## config.mk

```make
export PLATFORM = sky130hd
export DESIGN_NAME = mfsk_tx
export DESIGN_NICKNAME = d
export VERILOG_FILES = /design/src/rtl/mfsk_tx.sv
export SDC_FILE = /design/constraint.sdc
export NUM_CORES = 1
export LEC_CHECK = 0
export ABC_CLOCK_PERIOD_IN_PS = 4100
export CELL_PAD_IN_SITES_DETAIL_PLACEMENT = 0
export CELL_PAD_IN_SITES_GLOBAL_PLACEMENT = 1
export CORE_MARGIN = 10
export CORE_UTILIZATION = 40
export DETAILED_ROUTE_END_ITERATION = 10
export GPL_ROUTABILITY_DRIVEN = 0
export PLACE_DENSITY_LB_ADDON = 0.3
export SKIP_CTS_REPAIR_TIMING = 1
export SYNTH_ARGS = -nofsm -noshare
export SYNTH_HDL_FRONTEND = slang
export SYNTH_SLANG_ARGS = --single-unit
export TNS_END_PERCENT = 50
```

## constraint.sdc

```tcl
create_clock -name clk -period 4.1 [get_ports clk]
set_input_delay 0.615 -clock clk [delete_from_list [all_inputs] [get_ports clk]]
set_output_delay 0.615 -clock clk [all_outputs]
set_load 0.005 [all_outputs]
```

## src/rtl/mfsk_tx.sv

```systemverilog
// rtl/mfsk_tx.sv - M-ary FSK modulator with valid/ready input, optional preamble and done pulse
//
// Accepts one DATA_W-bit word on an in_valid/in_ready handshake and sends it
// as a 1-bit square-wave tone stream. Each symbol is BPS bits wide, lasts
// SYM_CYCLES clocks and uses a tone of half-period BASE_HALF + s*STEP_HALF.
// An optional preamble of PRE_SYMS symbols (0, M-1, 0, M-1, ...) precedes
// the data symbols, which are sent MSB group first.
//
// Ports:
//   clk       in   1       system clock, rising edge
//   rst       in   1       asynchronous active-low reset
//   in_valid  in   1       in_data is valid
//   in_ready  out  1       block can accept a word (IDLE only)
//   in_data   in   DATA_W  word to transmit, sampled at handshake
//   fsk_out   out  1       modulated tone output
//   busy      out  1       frame in progress (preamble or data)
//   sym_val   out  BPS     symbol currently being sent, 0 when idle
//   tx_done   out  1       one-cycle pulse in the first IDLE cycle after a frame

module mfsk_tx #(
  parameter int DATA_W     = 16,
  parameter int BPS        = 2,
  parameter int SYM_CYCLES = 256,
  parameter int BASE_HALF  = 8,
  parameter int STEP_HALF  = 4,
  parameter int PRE_SYMS   = 4
) (
  input  logic              clk,
  input  logic              rst,
  input  logic              in_valid,
  output logic              in_ready,
  input  logic [DATA_W-1:0] in_data,
  output logic              fsk_out,
  output logic              busy,
  output logic [BPS-1:0]    sym_val,
  output logic              tx_done
);

  localparam int M      = 2 ** BPS;
  localparam int NSYM   = DATA_W / BPS;
  localparam int HMAX   = BASE_HALF + (M - 1) * STEP_HALF;
  localparam int MAXN   = (PRE_SYMS > NSYM) ? PRE_SYMS : NSYM;
  localparam int SYM_W  = (SYM_CYCLES > 1) ? $clog2(SYM_CYCLES) : 1;
  localparam int TONE_W = (HMAX > 1) ? $clog2(HMAX) : 1;
  localparam int IDX_W  = (MAXN > 1) ? $clog2(MAXN) : 1;

  typedef enum logic [1:0] {
    ST_IDLE = 2'd0,
    ST_PRE  = 2'd1,
    ST_DATA = 2'd2
  } state_t;

  state_t             state_q, state_d;
  logic [SYM_W-1:0]   sym_cnt_q, sym_cnt_d;
  logic [TONE_W-1:0]  tone_cnt_q, tone_cnt_d;
  logic [IDX_W-1:0]   idx_q, idx_d;
  logic [DATA_W-1:0]  word_q, word_d;
  logic               fsk_q, fsk_d;
  logic               done_q, done_d;

  logic [BPS-1:0]     cur_sym;
  logic [31:0]        half_m1;
  logic               sym_last;

  // Current symbol: the preamble alternates 0 / M-1 on the index LSB; data
  // symbols come from the top of a word register that shifts left per symbol.
  always_comb begin
    cur_sym = '0;
    case (state_q)
      ST_PRE:  cur_sym = idx_q[0] ? {BPS{1'b1}} : {BPS{1'b0}};
      ST_DATA: cur_sym = word_q[DATA_W-1 -: BPS];
      default: cur_sym = '0;
    endcase
  end

  // Terminal count of the tone counter for the current symbol: H(s) - 1.
  assign half_m1  = 32'(BASE_HALF - 1) + 32'(cur_sym) * 32'(STEP_HALF);
  assign sym_last = (sym_cnt_q == SYM_W'(SYM_CYCLES - 1));

  always_comb begin
    state_d    = state_q;
    sym_cnt_d  = sym_cnt_q;
    tone_cnt_d = tone_cnt_q;
    idx_d      = idx_q;
    word_d     = word_q;
    fsk_d      = fsk_q;
    done_d     = 1'b0;

    case (state_q)
      ST_IDLE: begin
        fsk_d      = 1'b0;
        tone_cnt_d = '0;
        sym_cnt_d  = '0;
        idx_d      = '0;
        if (in_valid) begin
          word_d  = in_data;
          state_d = (PRE_SYMS > 0) ? ST_PRE : ST_DATA;
        end
      end

      ST_PRE, ST_DATA: begin
        if (32'(tone_cnt_q) == half_m1) begin
          fsk_d      = ~fsk_q;
          tone_cnt_d = '0;
        end else begin
          tone_cnt_d = tone_cnt_q + TONE_W'(1);
        end

        if (sym_last) begin
          // The symbol boundary wins over a toggle on the same edge: every
          // symbol restarts in phase with fsk_out low.
          sym_cnt_d  = '0;
          tone_cnt_d = '0;
          fsk_d      = 1'b0;
          idx_d      = idx_q + IDX_W'(1);
          if (state_q == ST_PRE) begin
            if (idx_q == IDX_W'(PRE_SYMS - 1)) begin
              state_d = ST_DATA;
              idx_d   = '0;
            end
          end else begin
            word_d = word_q << BPS;
            if (idx_q == IDX_W'(NSYM - 1)) begin
              state_d = ST_IDLE;
              idx_d   = '0;
              done_d  = 1'b1;
            end
          end
        end else begin
          sym_cnt_d = sym_cnt_q + SYM_W'(1);
        end
      end

      default: begin
        state_d = ST_IDLE;
        fsk_d   = 1'b0;
      end
    endcase
  end

  always_ff @(posedge clk or negedge rst) begin
    if (!rst) begin
      state_q    <= ST_IDLE;
      sym_cnt_q  <= '0;
      tone_cnt_q <= '0;
      idx_q      <= '0;
      word_q     <= '0;
      fsk_q      <= 1'b0;
      done_q     <= 1'b0;
    end else begin
      state_q    <= state_d;
      sym_cnt_q  <= sym_cnt_d;
      tone_cnt_q <= tone_cnt_d;
      idx_q      <= idx_d;
      word_q     <= word_d;
      fsk_q      <= fsk_d;
      done_q     <= done_d;
    end
  end

  assign in_ready = (state_q == ST_IDLE);
  assign busy     = (state_q != ST_IDLE);
  assign sym_val  = cur_sym;
  assign fsk_out  = fsk_q;
  assign tx_done  = done_q;

endmodule

```

==> metrics.md, run 1 <==
| Metric | Value |
|---|---|
| Status | `complete, no violations` |
| M3 GR Usage | `3.62%` |
| Final #Nets | `248` |
| Final Hold Fails | `0` |
| Mapped cell area | `2030 µm²` |
| Die H | `91.3 µm` |
| Total CTS buffers | `5` |
| Initial antenna violation count | `0` |
| Max_cap viols | `0` |
| Post-route ant nets | `0` |
| Worst EP arrival | `2.57 ns` |
| Critical path class | `reg2out` |
| Final setup violation count | `0` |
| Slew @ Worst Pin | `0.960 ns` |
| Netlist cell types | `38` |
| Io pins | `25` |
| Worst setup margin | `0.919 ns` |
| H-tree Lvls | `2` |
| Die W | `91.3 µm` |
| Proportion of layout cells with a drive suffix above 1 | `19.4%` |
| Setup TNS | `0 ns` |
| GR Util met1 | `13.7%` |
| Clock tree buffer depth | `2` |
| Top cell type's share of synthesized area | `44.3%` |
| Avg Cell Area, Syn | `10.7 µm²` |
| Largest area contributor in the synthesized netlist | `dfrtp_1` |
| Synthesized instance count | `190` |
| Port Buffers | `24` |
| Largest net degree at the start of global routing | `37` |
| Drt via density | `5.25` |
| Pwr per Cell Area | `693 nW/µm²` |
| Drt drc | `0` |
| Met2 GRT Util | `17.8%` |
| Clock latency on the worst-skew pair | `0.29 ns` |
| Synth area leaders | `dfrtp_1 44%, mux2_2 12%, ha_1 7.4%` |
| Area Overhead vs Synth | `18.6%` |
| Non-Filler Instances | `284` |
| Via count | `1491` |
| # rows | `25` |
| First-pass DRT Iterations | `4` |
| Crit path time final | `3.18 ns` |
| Die area | `8340 µm²` |
| Dpl cells | `277` |
| Fill count | `470` |
| WP data required | `3.48 ns` |
| Clock transition at path regs | `0.07 ns` |
| Overflow after GRT | `0` |
| Max_slew headroom | `36.0%` |
| Core Area | `4820 µm²` |
| P_leak | `0.00103 µW` |
| Final Util | `50.1%` |
| Setup crit start kind | `flip-flop` |
| Initial core utilization | `42.2%` |
| Hpwl dp | `3140 µm` |
| Tcrit/Tclk final | `77.6%` |
| RSZ-0062 raised after global routing | `no` |
| Worst ir drop on vdd | `0.000246 V` |
| Post-synthesis register bit count | `36` |
| Total track usage | `11.1%` |
| WL per Instance | `15.2 µm` |
| Critical Path End Type | `output pin` |
| Crit-path max FO | `19` |
| Post-Syn Nets | `221` |
| CTS root buf | `clkbuf_8` |
| CTS Sinks | `36` |
| Antenna cell count | `0` |
| GRT Max-Usage Layer | `met2` |
| Ys Warns | `0` |
| Sequential-to-total area share from yosys stat | `44.3%` |
| Total Wirelength | `4320 µm` |
| Final clock skew | `0.00724 ns` |
| Hold Crit Class | `reg2reg` |
| Global-route wire length before repair | `7640 µm` |
| Total power | `1670 µW` |
| CTS tree | `built` |
| Max Clock Freq | `0.314 GHz` |
| Initial DRC count | `103` |
| Final Max Tran Viols | `0` |
| Pre-CTS WS | `1.20 ns` |
| Vias in the first global route | `1563` |
kinds of logic after synthesis:
kind of cell / Yosys count / synth area share (%)
AO/OA/AOI/OAI: 37 / 11.5
adder cells (fa/ha/maj): 12 / 7.38
AND/OR/NAND/NOR: 56 / 13.5
XOR/XNOR: 5 / 2.15
flip-flops: 36 / 44.3
buffers and inverters: 14 / 3.20
multiplexers: 30 / 18.0
path summary, 6_finish.rpt:
kind	from	cells past startpoint	to	slack, ns
worst min-delay path	word_q[1]	1	word_q[1]	0.50
min in group asynchronous	rst	2	sym_cnt_q[1]	0.75
worst max-delay path	state_q[0]	5	sym_val[1]	0.92
worst min register to register	word_q[1]	1	word_q[1]	0.50
worst max register to register	state_q[0]	9	tone_cnt_q[3]	1.25
max in group asynchronous	rst	2	word_q[4]	3.03
cells in the final DEF, fill, tap and decap left out:
cell type,instances
and3_1,1
nand4_1,1
inv_1,8
clkbuf_8,5
o211ai_1,2
clkinv_2,1
o41ai_1,1
a211oi_1,2
xnor2_1,4
o21ai_2,2
nor4_1,1
a31oi_1,2
mux2i_1,1
o21ai_0,15
nand3_1,11
o21ai_1,1
mux2_2,21
or2_2,1
inv_2,1
nor3_1,4
a2111o_1,1
mux2_4,8
clkdlybuf4s50_1,24
ha_1,12
nor2_1,10
nor4_2,1
clkbuf_1,1
a32o_1,2
buf_4,1
xor2_1,1
a21oi_1,6
nand2b_1,6
dfrtp_1,36
a22oi_1,2
or3_1,1
or4_1,1
nand2_1,17
and4_1,1
a31o_2,1
worst max-delay path, stage by stage, from the launching register on:
cell	delay (ns)
dfrtp_1	0.43
inv_1	0.09
ha_1	0.77
inv_2	0.23
nor2_1	0.23
clkdlybuf4s50_1	0.54
routing by layer:
metal / part of all wire (%) / up-vias
met2: 48 / 28
met1: 46 / 724
met5: 0 / -
met3: 4.1 / 5
li1: - / 734
met4: 1.4 / 0
cell type report:
| type | count | area [µm²] | share of cell area, % |
|---|---|---|---|
| clock buffer | 6 | 72.6 | 3.01 |
| clock inverter | 1 | 5.00 | 0.207 |
| inverter | 9 | 33.8 | 1.40 |
| multi-input combinational | 140 | 1070 | 44.3 |
| sequential | 36 | 901 | 37.3 |
| tap | 67 | 83.8 | 3.48 |
| timing repair buffer | 25 | 248 | 10.3 |
synth_stat cells, drive strengths merged:
master   n
xnor2    4
nor2    10
dfrtp   36
clkbuf   2
a211oi   2
a2111o   1
o21ai   18
mux2i    1
or4      1
and4     1
nor4     2
a21oi    6
ha      12
nand2   17
buf      3
nand2b   6
mux2    29
or2      1
o211ai   2
or3      1
a32o     2
a31o     1
a22oi    2
a31oi    2
and3     1
o41ai    1
nor3     4
nand4    1
inv      9
xor2     1
nand3   11
state kept, by name, indices dropped and copies added, names as in the netlist:
name,count
word_q,16
tone_cnt_q,5
fsk_out,1
sym_cnt_q,8
state_q,2
idx_q,3
tx_done,1
power by group:
group | internal (µW) | leakage (µW) | switching [µW] | total (µW)
clock network | 115 | 0.0000410 | 121 | 236
logic | 448 | 0.000519 | 425 | 873
registers | 476 | 0.000466 | 86.5 | 563
stage by stage:
stage	cell area, µm²	hold slack, ns
final	2410	0.499
after global routing	2410	0.533
after floorplan	2030	0.319
after detailed placement	2330	0.483
after CTS	2410	0.501
after global placement	2330	0.478
(Power assumes the default switching activity.)
==> inputs of run 2 (changes only) <==
--- a/config.mk
+++ b/config.mk
@@ -5,7 +5,7 @@
 export SDC_FILE = /design/constraint.sdc
 export NUM_CORES = 1
 export LEC_CHECK = 0
-export ABC_CLOCK_PERIOD_IN_PS = 4100
+export ABC_CLOCK_PERIOD_IN_PS = 3310
 export CELL_PAD_IN_SITES_DETAIL_PLACEMENT = 0
 export CELL_PAD_IN_SITES_GLOBAL_PLACEMENT = 1
 export CORE_MARGIN = 10
==> constraint.sdc (replaced) <==
create_clock -name clk -period 3.31 [get_ports clk]
set_input_delay 0.4965 -clock clk [delete_from_list [all_inputs] [get_ports clk]]
set_output_delay 0.4965 -clock clk [all_outputs]
set_load 0.005 [all_outputs]
==> metrics.md, run 2 (synthesis results as in run 1) <==
| Metric | Value |
|---|---|
| Die H | `91.3 µm (unchanged)` |
| Slew @ Worst Pin | `0.683 ns (-0.277 ns)` |
| Most frequent cells in the layout | `36 x dfrtp_1, 24 x clkdlybuf4s50_1, 21 x mux2_2` |
| Crit-path max FO | `7 (-12)` |
| Sequential standard cell area | `901 µm² (unchanged)` |
| Critical path class | `reg2out` |
| Max_slew headroom | `54.5% (+18 points)` |
| Sw frac | `37.5% (-0.34 points)` |
| Pwr per Cell Area | `868 nW/µm² (+25%)` |
| First-pass DRT Iterations | `4 (unchanged)` |
| Global-route wire length before repair | `7770 µm (+1.7%)` |
| Int Power | `1330 µW (+27%)` |
| Hold Worst Slack | `0.495 ns (-0.00466 ns)` |
| Critical Path End Type | `output pin` |
| Total track usage | `11.0% (-0.085 points)` |
| Sw power | `794 µW (+26%)` |
| WP data required | `2.81 ns (-0.67 ns)` |
| Io pins | `25 (unchanged)` |
| Status | `complete, no violations` |
| Area Overhead vs Synth | `20.0%` |
| Clock share of power | `15.1% (+1.0 points)` |
| Fill count | `435 (-7.4%)` |
| Hold Crit Class | `reg2reg` |
| Total power | `2120 µW (+27%)` |
| Drt via density | `5.18 (-1.4%)` |
| Dpl cells | `279 (+0.72%)` |
| Largest net degree at the start of global routing | `37 (unchanged)` |
| Dpl cell area | `2350 µm² (+0.64%)` |
| Final setup violation count | `0 (unchanged)` |
| Total Wirelength | `4360 µm (+0.88%)` |
| Final Max Tran Viols | `0 (unchanged)` |
| Total CTS buffers | `5 (unchanged)` |
| Antenna cell count | `0 (unchanged)` |
| Final Hold Fails | `0 (unchanged)` |
| Largest registers | `word_q: 16 flops, sym_cnt_q: 8 flops, tone_cnt_q: 5 flops` |
| Sequential share of power | `33.0% (-0.7 points)` |
| Clock latency on the worst-skew pair | `0.28 ns (about the same)` |
| RSZ-0062 raised after global routing | `no` |
| Die area | `8340 µm² (unchanged)` |
| Initial DRC count | `85 (-17%)` |
| Clock transition at path regs | `0.07 ns (about the same)` |
| Setup TNS | `0 ns (unchanged)` |
| Final #Nets | `250 (+0.81%)` |
| Fin area | `2440 µm² (+1.2%)` |
| Drt drc | `0 (unchanged)` |
| Number of flip-flops in the largest register | `16 (unchanged)` |
| Clock tree buffer depth | `2 (unchanged)` |
| Crit path time final | `2.49 ns` |
| Max_cap viols | `0 (unchanged)` |
| WL per Instance | `15.2 µm (-0.18%)` |
| CTS tree | `built` |
| Port Buffers | `24 (unchanged)` |
| Proportion of layout cells with a drive suffix above 1 | `20.9% (+1.6 points)` |
| Overflow after GRT | `0 (unchanged)` |
| Multi-input gate area | `1070 µm² (unchanged)` |
| H-tree Lvls | `2 (unchanged)` |
| Via count | `1486 (-0.34%)` |
| Vias in the first global route | `1596 (+2.1%)` |
| Final clock skew | `0.00805 ns (+0.000810 ns)` |
| Initial antenna violation count | `0 (unchanged)` |
| Worst EP arrival | `1.99 ns (-0.58 ns)` |
| Max Clock Freq | `0.402 GHz` |
| Setup crit start kind | `flip-flop` |
| P_leak | `0.00104 µW (+1.9%)` |
| Top reg by flops | `word_q` |
| Hpwl dp | `3130 µm (-0.24%)` |
| Post-route ant nets | `0 (unchanged)` |
| Worst ir drop on vdd | `0.000435 V (+77%)` |
| Tcrit/Tclk final | `75.2%` |
| # rows | `25 (unchanged)` |
| Die W | `91.3 µm (unchanged)` |
| CTS Sinks | `36 (unchanged)` |
| CTS root buf | `clkbuf_8` |
| Share of power burned in combinational logic | `51.9% (-0.3 points)` |
| Core Area | `4820 µm² (unchanged)` |
| Commonest non-fill, non-tap cell in the layout | `dfrtp_1` |
| Initial core utilization | `42.2% (unchanged)` |
| Non-Filler Instances | `287 (+1.1%)` |
[run 2: changes by cell type in the layout (fill, tap and decap cells not counted), sizes merged]
cell,change
buf,+2
clkinv,+1
[run 2: through the flow]
step	utilization [%]	setup slack (ns)
4_1_cts	50.7	0.803
5_1_grt	50.7	0.646
3_3_place_gp	48.8	1.06
3_5_place_dp	48.8	0.959
6_report	50.7	0.821
2_1_floorplan	-	1.18
[run 2: cell type report]
type,count,area share [%]
clock buffer,6,3.38
tap,67,3.43
clock inverter,2,0.410
timing repair buffer,27,10.8
multi-input combinational,140,43.7
sequential,36,36.9
inverter,9,1.38
[run 2: worst paths after layout]
path,start,to,slack (ns),cells after the start
min reg2reg,word_q[0],word_q[0],0.49,1
max reg2reg,state_q[1],tone_cnt_q[3],0.95,9
max,state_q[1],sym_val[0],0.82,5
min,word_q[0],word_q[0],0.49,1
min in group asynchronous,rst,sym_cnt_q[3],0.64,2
max in group asynchronous,rst,sym_cnt_q[0],2.35,2
[run 2: power by group through the flow]
| stage | Sequential, µW | Combinational [µW] | Clock (µW) |
|---|---|---|---|
| after detailed placement | 704 | 1110 | 0 |
| after floorplan | 669 | 868 | 0 |
| after global routing | 721 | 1240 | 345 |
| after CTS | 698 | 1120 | 331 |
| final | 699 | 1100 | 321 |
| after global placement | 691 | 1080 | 0 |
[run 2: layer usage]
| metal | global-route usage, % | wire length (µm) | share of wire, % |
|---|---|---|---|
| met3 | 2.80 | 130 | 3.0 |
| met2 | 17.7 | 2110 | 48 |
| met1 | 14.3 | 2080 | 48 |
| met5 | 0 | 0 | 0 |
| met4 | 3.13 | 38 | 0.87 |
[run 2: worst max-delay path, stage by stage, from the launching register on]
cell and delay, ns:
dfrtp_1 0.41, inv_1 0.11, ha_1 0.30, a22oi_1 0.18
nor2_1 0.17, clkdlybuf4s50_1 0.54
==> inputs of run 3 (changes only) <==
--- a/config.mk
+++ b/config.mk
@@ -5,7 +5,7 @@
 export SDC_FILE = /design/constraint.sdc
 export NUM_CORES = 1
 export LEC_CHECK = 0
-export ABC_CLOCK_PERIOD_IN_PS = 3310
+export ABC_CLOCK_PERIOD_IN_PS = 2480
 export CELL_PAD_IN_SITES_DETAIL_PLACEMENT = 0
 export CELL_PAD_IN_SITES_GLOBAL_PLACEMENT = 1
 export CORE_MARGIN = 10
==> constraint.sdc (replaced) <==
create_clock -name clk -period 2.48 [get_ports clk]
set_input_delay 0.372 -clock clk [delete_from_list [all_inputs] [get_ports clk]]
set_output_delay 0.372 -clock clk [all_outputs]
set_load 0.005 [all_outputs]
==> metrics.md, run 3 (synthesis results as in run 1) <==
| Metric | Value |
|---|---|
| Clock transition at path regs | `0.07 ns (about the same)` |
| Worst EP arrival | `1.94 ns (-0.05 ns)` |
| Crit-path max FO | `6 (-1)` |
| Setup crit start kind | `flip-flop` |
| Multi-input gate area | `1080 µm² (+1.2%)` |
| Fill count | `433 (-0.46%)` |
| Port Buffers | `24 (unchanged)` |
| Initial core utilization | `42.2% (unchanged)` |
| Via count | `1515 (+2.0%)` |
| CTS tree | `built` |
| Initial DRC count | `65 (-24%)` |
| Global-route wire length before repair | `7730 µm (-0.45%)` |
| Core Area | `4820 µm² (unchanged)` |
| Max Clock Freq | `0.433 GHz` |
| Pre-CTS WS | `0.149 ns (-0.810 ns)` |
| Clock latency on the worst-skew pair | `0.29 ns (about the same)` |
| Status | `complete, no violations` |
| FF-to-FF setup slack | `0.21 ns (-0.74 ns)` |
| Final Hold Fails | `0 (unchanged)` |
| Total Wirelength | `4520 µm (+3.7%)` |
| WL per Instance | `15.7 µm (+3.0%)` |
| Clock tree buffer depth | `2 (unchanged)` |
| Worst ir drop on vdd | `0.000474 V (+8.9%)` |
| Hpwl dp | `3300 µm (+5.4%)` |
| Pwr per Cell Area | `1170 nW/µm² (+35%)` |
| Total CTS buffers | `5 (unchanged)` |
| First-pass DRT Iterations | `4 (unchanged)` |
| Critical path class | `reg2out` |
| Hold Crit Class | `in2async` |
| Io pins | `25 (unchanged)` |
| Final Max Tran Viols | `0 (unchanged)` |
| Die W | `91.3 µm (unchanged)` |
| CTS root buf | `clkbuf_8` |
| Drt via density | `5.24 (+1.2%)` |
| Commonest non-fill, non-tap cell in the layout | `dfrtp_1` |
| # rows | `25 (unchanged)` |
| Dpl cells | `282 (+1.1%)` |
| Proportion of layout cells with a drive suffix above 1 | `21.6% (+0.71 points)` |
| H-tree Lvls | `2 (unchanged)` |
| Crit path time final | `2.31 ns` |
| Sequential standard cell area | `901 µm² (unchanged)` |
| Die H | `91.3 µm (unchanged)` |
| Drt drc | `0 (unchanged)` |
| RSZ-0062 raised after global routing | `yes` |
| Number of flip-flops in the largest register | `16 (unchanged)` |
| Max_slew headroom | `51.2% (-3.3 points)` |
| Vias in the first global route | `1606 (+0.63%)` |
| Overflow after GRT | `0 (unchanged)` |
| Final Util | `51.1% (+0.42 points)` |
| Final clock skew | `0.00633 ns (-0.00172 ns)` |
| Most frequent cells in the layout | `36 x dfrtp_1, 24 x clkdlybuf4s50_1, 21 x mux2_2` |
| P_leak | `0.00105 µW (+0.55%)` |
| Largest registers | `word_q: 16 flops, sym_cnt_q: 8 flops, tone_cnt_q: 5 flops` |
| Initial antenna violation count | `0 (unchanged)` |
| Largest net degree at the start of global routing | `37 (unchanged)` |
| Total track usage | `11.5% (+0.47 points)` |
| Top reg by flops | `word_q` |
| CTS Sinks | `36 (unchanged)` |
| Critical Path End Type | `output pin` |
| Tcrit/Tclk final | `93.2%` |
| Die area | `8340 µm² (unchanged)` |
| Hold Worst Slack | `0.485 ns (-0.00959 ns)` |
| WP data required | `2.11 ns (-0.70 ns)` |
| Post-route ant nets | `0 (unchanged)` |
| Worst setup margin | `0.169 ns (-0.652 ns)` |
| Antenna cell count | `0 (unchanged)` |
| Max_cap viols | `0 (unchanged)` |
| Area Overhead vs Synth | `21.0%` |
| Final setup violation count | `0 (unchanged)` |
| Slew @ Worst Pin | `0.732 ns (+0.0488 ns)` |
| Final #Nets | `253 (+1.2%)` |
| Non-Filler Instances | `289 (+0.70%)` |
-- run 3: changes by cell type in the layout (fill, tap and decap cells not counted), sizes merged --
| cell | delta |
|---|---|
| buf | +3 |
| clkinv | -1 |
-- run 3: worst paths after layout --
| path | endpoint | cells past startpoint | startpoint |
|---|---|---|---|
| setup / recovery | sym_val[1] | 6 | state_q[1] |
| hold / removal | sym_cnt_q[2] | 2 | rst |
| setup reg to reg | tone_cnt_q[3] | 10 | state_q[1] |
| hold reg to reg | word_q[0] | 1 | word_q[0] |
| max in group asynchronous | word_q[10] | 2 | rst |
| min in group clk | word_q[0] | 1 | word_q[0] |
-- run 3: final cells by class --
cell class                 count  share of cell area, %
inverter                       9                   1.37
clock buffer                   6                   2.95
tap                           67                   3.40
timing repair buffer          30                   11.6
multi-input combinational    140                   43.9
sequential                    36                   36.6
clock inverter                 1                  0.203
-- run 3: critical path, stage by stage (launching register included) --
cell	delay, ns
dfrtp_1	0.41
inv_1	0.12
ha_1	0.19
buf_4	0.15
a22oi_1	0.09
nor2_1	0.15
clkdlybuf4s50_1	0.54
-- run 3: where the power goes --
part,internal [µW],switching (µW)
combinational,809,735
clock,191,208
sequential,787,148
total,1790,1090
-- run 3: per-stage QoR --
stage               total power [µW]  area [µm²]  TNS [ns]
floorplan                       2050        2030         0
global route                    3110        2460  -0.00422
finish                          2880        2460         0
detailed placement              2470        2370         0
CTS                             2890        2450         0
global placement                2400        2370         0
-- run 3: metal layers --
metal	vias up	track usage (%)	share of wire, %
met5	-	0	0
met4	0	5.48	1.8
met2	25	19.0	49
met3	7	3.87	4.6
li1	747	-	-
met1	736	13.1	45
